`config.mk`:
```
export PLATFORM = sky130hd
export DESIGN_NAME = preg_free_list_ctrl
export DESIGN_NICKNAME = d
export VERILOG_FILES = /design/src/rtl/preg_free_list_ctrl.sv
export SDC_FILE = /design/constraint.sdc
export NUM_CORES = 2
export LEC_CHECK = 0
export CAP_MARGIN = 5
export CORE_MARGIN = 1.5
export CORE_UTILIZATION = 52
export CTS_BUF_LIST = sky130_fd_sc_hd__clkbuf_16
export DETAILED_ROUTE_END_ITERATION = 16
export PLACE_DENSITY = 0.7
export SLEW_MARGIN = 20
export SYNTH_ARGS = -nofsm -noshare
export SYNTH_HDL_FRONTEND = slang
export SYNTH_SLANG_ARGS = --single-unit
```
`constraint.sdc`:
```
create_clock -name clk -period 5.5 [get_ports clk]
set_input_delay 0.825 -clock clk [delete_from_list [all_inputs] [get_ports clk]]
set_output_delay 0.825 -clock clk [all_outputs]
set_load 0.02 [all_outputs]
```
`src/rtl/preg_free_list_ctrl.sv`:
```
// Physical-register free list for rename: circular free-preg buffer with a post-reset
// init walk, two in-order alloc lanes, two commit free lanes and one branch checkpoint.
module preg_free_list_ctrl #(
  parameter int NUM_PREGS = 128,
  parameter int ARCH_REGS = 32,
  parameter int PW        = $clog2(NUM_PREGS)
) (
  input  logic          clk,
  input  logic          rst_n,
  input  logic          alloc_req0,
  input  logic          alloc_req1,
  output logic          alloc_gnt0,
  output logic          alloc_gnt1,
  output logic [PW-1:0] alloc_preg0,
  output logic [PW-1:0] alloc_preg1,
  input  logic          free_v0,
  input  logic          free_v1,
  input  logic [PW-1:0] free_preg0,
  input  logic [PW-1:0] free_preg1,
  input  logic          ckpt_save,
  input  logic          ckpt_restore,
  output logic [PW:0]   free_count,
  output logic          ready,
  output logic          overflow_err
);

  localparam logic [0:0]    S_INIT    = 1'b0;
  localparam logic [0:0]    S_READY   = 1'b1;
  localparam logic [PW-1:0] INIT_LAST = PW'(NUM_PREGS - ARCH_REGS - 1);
  localparam logic [PW:0]   DEPTH     = (PW+1)'(NUM_PREGS);

  logic [PW-1:0] fl_buf [NUM_PREGS];
  logic [0:0]    state;
  logic [PW-1:0] init_cnt;
  logic [PW:0]   w_ptr, r_ptr, ckpt_ptr, count;
  logic [PW:0]   r_alloc, r_nxt, w_nxt;
  logic [PW-1:0] r_idx1, w_idx1;
  logic          ckpt_valid, in_ready, acc0, acc1;

  assign in_ready = (state == S_READY);
  assign count    = w_ptr - r_ptr;

  assign alloc_gnt0  = in_ready & alloc_req0 & (count != '0) & ~ckpt_restore;
  assign alloc_gnt1  = alloc_req1 & alloc_gnt0 & (count >= (PW+1)'(2));
  assign r_idx1      = r_ptr[PW-1:0] + PW'(1);
  assign alloc_preg0 = fl_buf[r_ptr[PW-1:0]];
  assign alloc_preg1 = fl_buf[r_idx1];
  assign r_alloc     = r_ptr + (PW+1)'(alloc_gnt0) + (PW+1)'(alloc_gnt1);

  // Fullness for lane 1 counts lane 0's accepted free; allocations this cycle do not make room.
  assign acc0   = in_ready & free_v0 & (count < DEPTH);
  assign acc1   = in_ready & free_v1 & ((count + (PW+1)'(acc0)) < DEPTH);
  assign w_idx1 = w_ptr[PW-1:0] + PW'(acc0);

  always_comb begin
    w_nxt = w_ptr;
    r_nxt = r_ptr;
    if (!in_ready) begin
      w_nxt = w_ptr + (PW+1)'(1);
    end else begin
      w_nxt = w_ptr + (PW+1)'(acc0) + (PW+1)'(acc1);
      r_nxt = (ckpt_restore && ckpt_valid) ? ckpt_ptr : r_alloc;
    end
  end

  always_ff @(posedge clk) begin
    if (!rst_n) begin
      state        <= S_INIT;
      init_cnt     <= '0;
      w_ptr        <= '0;
      r_ptr        <= '0;
      ckpt_valid   <= 1'b0;
      ckpt_ptr     <= '0;
      ready        <= 1'b0;
      free_count   <= '0;
      overflow_err <= 1'b0;
    end else begin
      w_ptr      <= w_nxt;
      r_ptr      <= r_nxt;
      free_count <= w_nxt - r_nxt;
      if (!in_ready) begin
        init_cnt <= init_cnt + PW'(1);
        if (init_cnt == INIT_LAST) begin
          state <= S_READY;
          ready <= 1'b1;
        end
      end else begin
        // Restore has priority: a save in the same cycle is discarded.
        if (ckpt_restore) begin
          ckpt_valid <= 1'b0;
        end else if (ckpt_save) begin
          ckpt_valid <= 1'b1;
          ckpt_ptr   <= r_alloc;
        end
        if ((free_v0 && !acc0) || (free_v1 && !acc1)) overflow_err <= 1'b1;
      end
    end
  end

  // Storage is not reset; the init walk rewrites every slot that can be allocated.
  always_ff @(posedge clk) begin
    if (rst_n) begin
      if (!in_ready) begin
        fl_buf[init_cnt] <= PW'(ARCH_REGS) + init_cnt;
      end else begin
        if (acc0) fl_buf[w_ptr[PW-1:0]] <= free_preg0;
        if (acc1) fl_buf[w_idx1]        <= free_preg1;
      end
    end
  end

endmodule

```
==> impl_summary.md <==
Floorplan
The row count is 122. For this configuration, the core starts out at a cell density of 52.6%. The die span in y is 338 µm. The floorplan step set the die width to 338 µm. For this design the top-level I/O count stands at 48.

The standard cell core area is 111,000 µm². The die covers 114,000 µm².

Clocking
No sink is reached through more buffers than the 3 on the longest clock path. After clock tree synthesis, the clock-pin slew on the worst setup and hold paths is 0.06 ns. The library cell used as clock root buffer is sky130_fd_sc_hd__clkbuf_16. At the later pin of the worst-skew pair, clock insertion delay measures 0.75 ns.

The number of clock buffers inserted by TritonCTS is 106. TritonCTS built the clock tree. The clock net in this run drives a total of 939 sinks. In this run, post-CTS hold repair placed 0 buffers.

The H-tree depth is 3.

Final layout
Relative to the synthesized area, the layout overhead comes to 11.9%. The fraction of layout instances using a drive strength above 1 is 53.9%. The final instance area is 65,300 µm².

After the last flow step, the layout net total stands at 3,853. Once layout is complete, the cells apart from fillers number 5,383.

Power and ir drop
Summed over all nets, the switching power comes to 3820 µW. The proportion of power drawn by flip-flops and latches is 49.1%. The analysis attributes to cell leakage a power of 0.0215 µW. The power share of the combinational group is 6.1%.

The internal power summed over all cells is 12,100 µW. For this design the ratio of total power to cell area is 244 nW/µm². The proportion of total power due to net switching is 23.9%.

The maximum vdd ir drop is 0.247 mV. The clock network power share is 44.8%.

Worst setup path
The critical path in this run is classified as reg2out. In this run the critical register-to-register path is launched from r_ptr[1]. The required arrival time at the worst endpoint is 4.68 ns. The endpoint class of the critical path is an output pin. The setup slack on the worst flop-to-flop path is 0.14 ns. The endpoint identified for the worst register-to-register timing path is fl_buf[6][0]. In this run the worst path has a maximum fanout of 14. The worst setup path is launched from a flip-flop.

The arrival time of data at the critical path endpoint is 4.71 ns. The depth of the worst register-to-register path is 19.

Global route
The global-route wire length before repair is 286,000 µm. The via count of the first global-routing pass is 38,300. The met2 track utilization from global routing is 51.9%. The number of antenna violations at the first check in global routing is 14.

The overall global routing resource usage is 35.2%. The busiest layer in global routing is met2. The maximum number of pins on one net before global-route repair is 129. The met3 usage is 10.1%.

The global route total overflow is 0. Global routing used 48.5% of the available met1 tracks.

STA
The highest achievable clock rate is 181 MHz. The transition time at the pin with the least slew margin is 1.19 ns. The portion of the clock cycle consumed by the worst path in the final layout is 101%.

After layout, the minimum clock period comes to 5.54 ns. The remaining max-slew budget at the tightest pin is 20.5%. The maximum clock skew at final layout is 0.0700 ns. Setup violations remaining at the end of the flow were counted as 2. Once routing completed, OpenROAD measured the worst setup slack at -0.0399 ns. The final count of hold timing violations came to 0.

Setup repair after global routing left no endpoint under its margin. The number of max-slew violations in the final report is 0.

Detailed routing
The number of nets with antenna violations after detailed routing is 0. For this run, the detailed router's first-pass iteration total came to 6. The wire length per cell is 37.2 µm. The via density per instance is 7.33. For this block, the initial DRC count from the detailed router was 5,864. Across all layers, the routed design uses 39,400 vias.

The number of remaining DRC errors is 0. The final layout contains routed wiring with a total length of 200,000 µm.

Logic synthesis
The fraction of synthesized area in multiplexers is 39.6%. The distinct cell type count of the synthesized netlist is 76. After synthesis the netlist holds a flip-flop and latch count of 939. The cell count after synthesis came out at 3,768.

The synthesized netlist devotes 0.609% of its cell area to adder and majority cells. The largest total area in the synthesized netlist belongs to sky130_fd_sc_hd__edfxtp_1. The compound-gate portion of the synthesized area is 3.01%. For this run, the register share of the synthesized area comes to 47.6%.

The number of nets handed over by synthesis was 3,816. The area share of and/or/nand/nor cells after synthesis is 5.47%. Sorting the synthesized cells by area gives the leading types as sky130_fd_sc_hd__edfxtp_1, sky130_fd_sc_hd__mux4_2, sky130_fd_sc_hd__mux2_2, sky130_fd_sc_hd__clkbuf_1, sky130_fd_sc_hd__dfxtp_1. The fraction of registers with async set/reset is 0%. Yosys mapped a number of flops with a built-in enable equal to 896.

The dominant synthesized flop cell is sky130_fd_sc_hd__edfxtp_1. The area of the mapped netlist is 58,400 µm². The total number of yosys warnings is 0. After synthesis, the largest family of logic cells by area is multiplexers. The synthesized netlist devotes 0.555% of its cell area to XOR and XNOR gates.

The area share of the leading cell type in the synthesized netlist is 46.1%. Dividing the synthesized area by the synthesized cell count gives 15.5 µm².

Placement
Buffers placed on the I/O ports in this run total 47. The half-perimeter wire length after detailed placement is 133,000 µm. The weighted congestion at the end of routability-driven global placement is 0.974. The placed instances occupy a cell area of 61,500 µm². Counting tap cells, the placed design contains a total of 5,177 instances.

Outcome
The final reports fail on setup timing. The flow ran to the end, but the final reports show violations.

Hold path
The tightest min-delay check is of the reg2reg type. For hold timing, the worst endpoint is ready. Counting instances, the worst hold path has a depth of 2. The worst hold path begins at ready.

Job
The tool flagged a number of max-cap violations equal to 0.
[synthesized netlist by cell type, types with 8 or more instances]
library cell	instances
sky130_fd_sc_hd__a21oi_1	16
sky130_fd_sc_hd__buf_4	15
sky130_fd_sc_hd__xnor2_1	25
sky130_fd_sc_hd__edfxtp_1	896
sky130_fd_sc_hd__nor4_1	11
sky130_fd_sc_hd__inv_1	22
sky130_fd_sc_hd__ha_1	22
sky130_fd_sc_hd__o311a_1	8
sky130_fd_sc_hd__nor2_1	87
sky130_fd_sc_hd__nand3_2	51
sky130_fd_sc_hd__xor2_1	12
sky130_fd_sc_hd__buf_2	93
sky130_fd_sc_hd__nor2b_1	13
sky130_fd_sc_hd__and2_1	21
sky130_fd_sc_hd__dfxtp_1	43
sky130_fd_sc_hd__o21ai_1	24
sky130_fd_sc_hd__mux4_2	560
sky130_fd_sc_hd__o21ai_0	67
sky130_fd_sc_hd__buf_1	39
sky130_fd_sc_hd__nor3_1	16
sky130_fd_sc_hd__nand2_2	25
sky130_fd_sc_hd__clkbuf_1	267
sky130_fd_sc_hd__o32ai_1	12
sky130_fd_sc_hd__mux2_2	904
sky130_fd_sc_hd__nand3_1	89
sky130_fd_sc_hd__nor2_2	25
sky130_fd_sc_hd__or3_1	9
sky130_fd_sc_hd__nand2b_1	11
sky130_fd_sc_hd__and3_1	27
sky130_fd_sc_hd__a211oi_1	9
sky130_fd_sc_hd__nand2_1	152
sky130_fd_sc_hd__o21bai_1	16
sky130_fd_sc_hd__o22ai_1	44
sky130_fd_sc_hd__mux2_1	13
sky130_fd_sc_hd__mux2i_1	18
[critical path, cell delays in order (launching register included)]
cell	delay [ns]
sky130_fd_sc_hd__dfxtp_4	0.35
sky130_fd_sc_hd__buf_8	0.19
sky130_fd_sc_hd__buf_16	0.20
sky130_fd_sc_hd__ha_4	0.33
sky130_fd_sc_hd__buf_12	0.19
sky130_fd_sc_hd__buf_4	0.24
sky130_fd_sc_hd__mux4_2	0.39
sky130_fd_sc_hd__mux4_2	0.55
sky130_fd_sc_hd__o2111ai_2	0.35
sky130_fd_sc_hd__and3_1	0.34
sky130_fd_sc_hd__nor4_1	0.08
sky130_fd_sc_hd__buf_4	0.18
sky130_fd_sc_hd__clkdlybuf4s50_1	0.55
[stage by stage]
stage	utilization (%)	power (µW)	setup WS [ns]	TNS, ns	hold WS [ns]
final	58.9	16000	-0.0399	-0.0475	0.479
after global routing	58.9	16300	0.00204	0	0.514
after CTS	58.7	15900	-0.00707	-0.00707	0.479
after detailed placement	55.4	8910	0.190	0	0.465
after global placement	55.4	8900	0.174	0	0.447
after floorplan	-	8550	0.0175	0	0.460
[how the worst max path moves through the flow]
| stage | to | from | cells past startpoint |
|---|---|---|---|
| after floorplan | free_count[7] | r_ptr[3] | 27 |
| after global placement | alloc_preg1[1] | r_ptr[1] | 11 |
| after detailed placement | fl_buf[3][2] | r_ptr[1] | 19 |
| after CTS | alloc_preg0[0] | r_ptr[1] | 7 |
| after global routing | alloc_preg1[1] | r_ptr[0] | 8 |
| final | alloc_preg1[2] | r_ptr[1] | 12 |
[registers in the layout, indices dropped and copies added, names as in the netlist]
| name | flops |
|---|---|
| fl_buf | 896 |
| ckpt_ptr | 8 |
| free_count | 8 |
| r_ptr | 8 |
| w_ptr | 8 |
| init_cnt | 7 |
| ckpt_valid | 1 |
| in_ready | 1 |
| overflow_err | 1 |
| ready | 1 |
[power groups by stage]
stage               logic [µW]  clock network [µW]  registers [µW]
floorplan                  569                   0            7980
global placement           921                   0            7980
detailed placement         932                   0            7980
CTS                        937                7180            7830
global route              1010                7430            7830
finish                     981                7150            7830
[cells in the final DEF (no fill, tap or decap), drive strengths merged, types with 6 or more instances in the layout]
master / instances
a211oi: 9
a21oi: 17
and2: 21
and3: 27
buf: 303
bufinv: 10
clkbuf: 110
clkdlybuf4s50: 36
clkinv: 47
dfxtp: 43
edfxtp: 896
ha: 22
inv: 54
mux2: 917
mux2i: 19
mux4: 560
nand2: 177
nand2b: 11
nand3: 140
nor2: 116
nor2b: 14
nor3: 26
nor3b: 6
nor4: 11
o2111ai: 7
o21ai: 92
o21bai: 16
o22ai: 45
o311a: 8
o311ai: 7
o32ai: 12
or3: 9
xnor2: 25
xor2: 12
[cell families (layout without fill, tap and decap cells)]
logic type,Yosys count,after routing
AOI/OAI and AO/OA,250,250
xor gates and xnor gates,37,37
adders and majority gates,26,26
buffers and inverters,444,568
DFF,939,939
muxes,1496,1496
other,0,3
and+or+nand+nor,576,576
[area by class of cell]
| cell class | count | area, µm² |
|---|---|---|
| Fill cell | 8518 | 45700 |
| Antenna cell | 3 | 7.51 |
| Sequential cell | 939 | 27800 |
| Multi-Input combinational cell | 2385 | 29000 |
| Tap cell | 1488 | 1860 |
| Clock inverter | 89 | 805 |
| Clock buffer | 106 | 2650 |
| Inverter | 27 | 104 |
| Timing Repair Buffer | 346 | 3120 |
[per-layer routing]
layer  up-vias  part of all wire [%]  wire (µm)
met1     20500                    37      74100
met2      3016                    44      88400
li1      15400                     -          -
met3       541                    13      27000
met4        14                   5.3      10600
met5         -                 0.041         82
[timing repair]
action	4_1_cts	5_1_grt
resized for setup	17	10
pin swaps	1	1
cloned	2	3
buffers inserted	2	0
setup endpoints to repair	14	27
No activity file was read; power rests on OpenSTA's default activity.
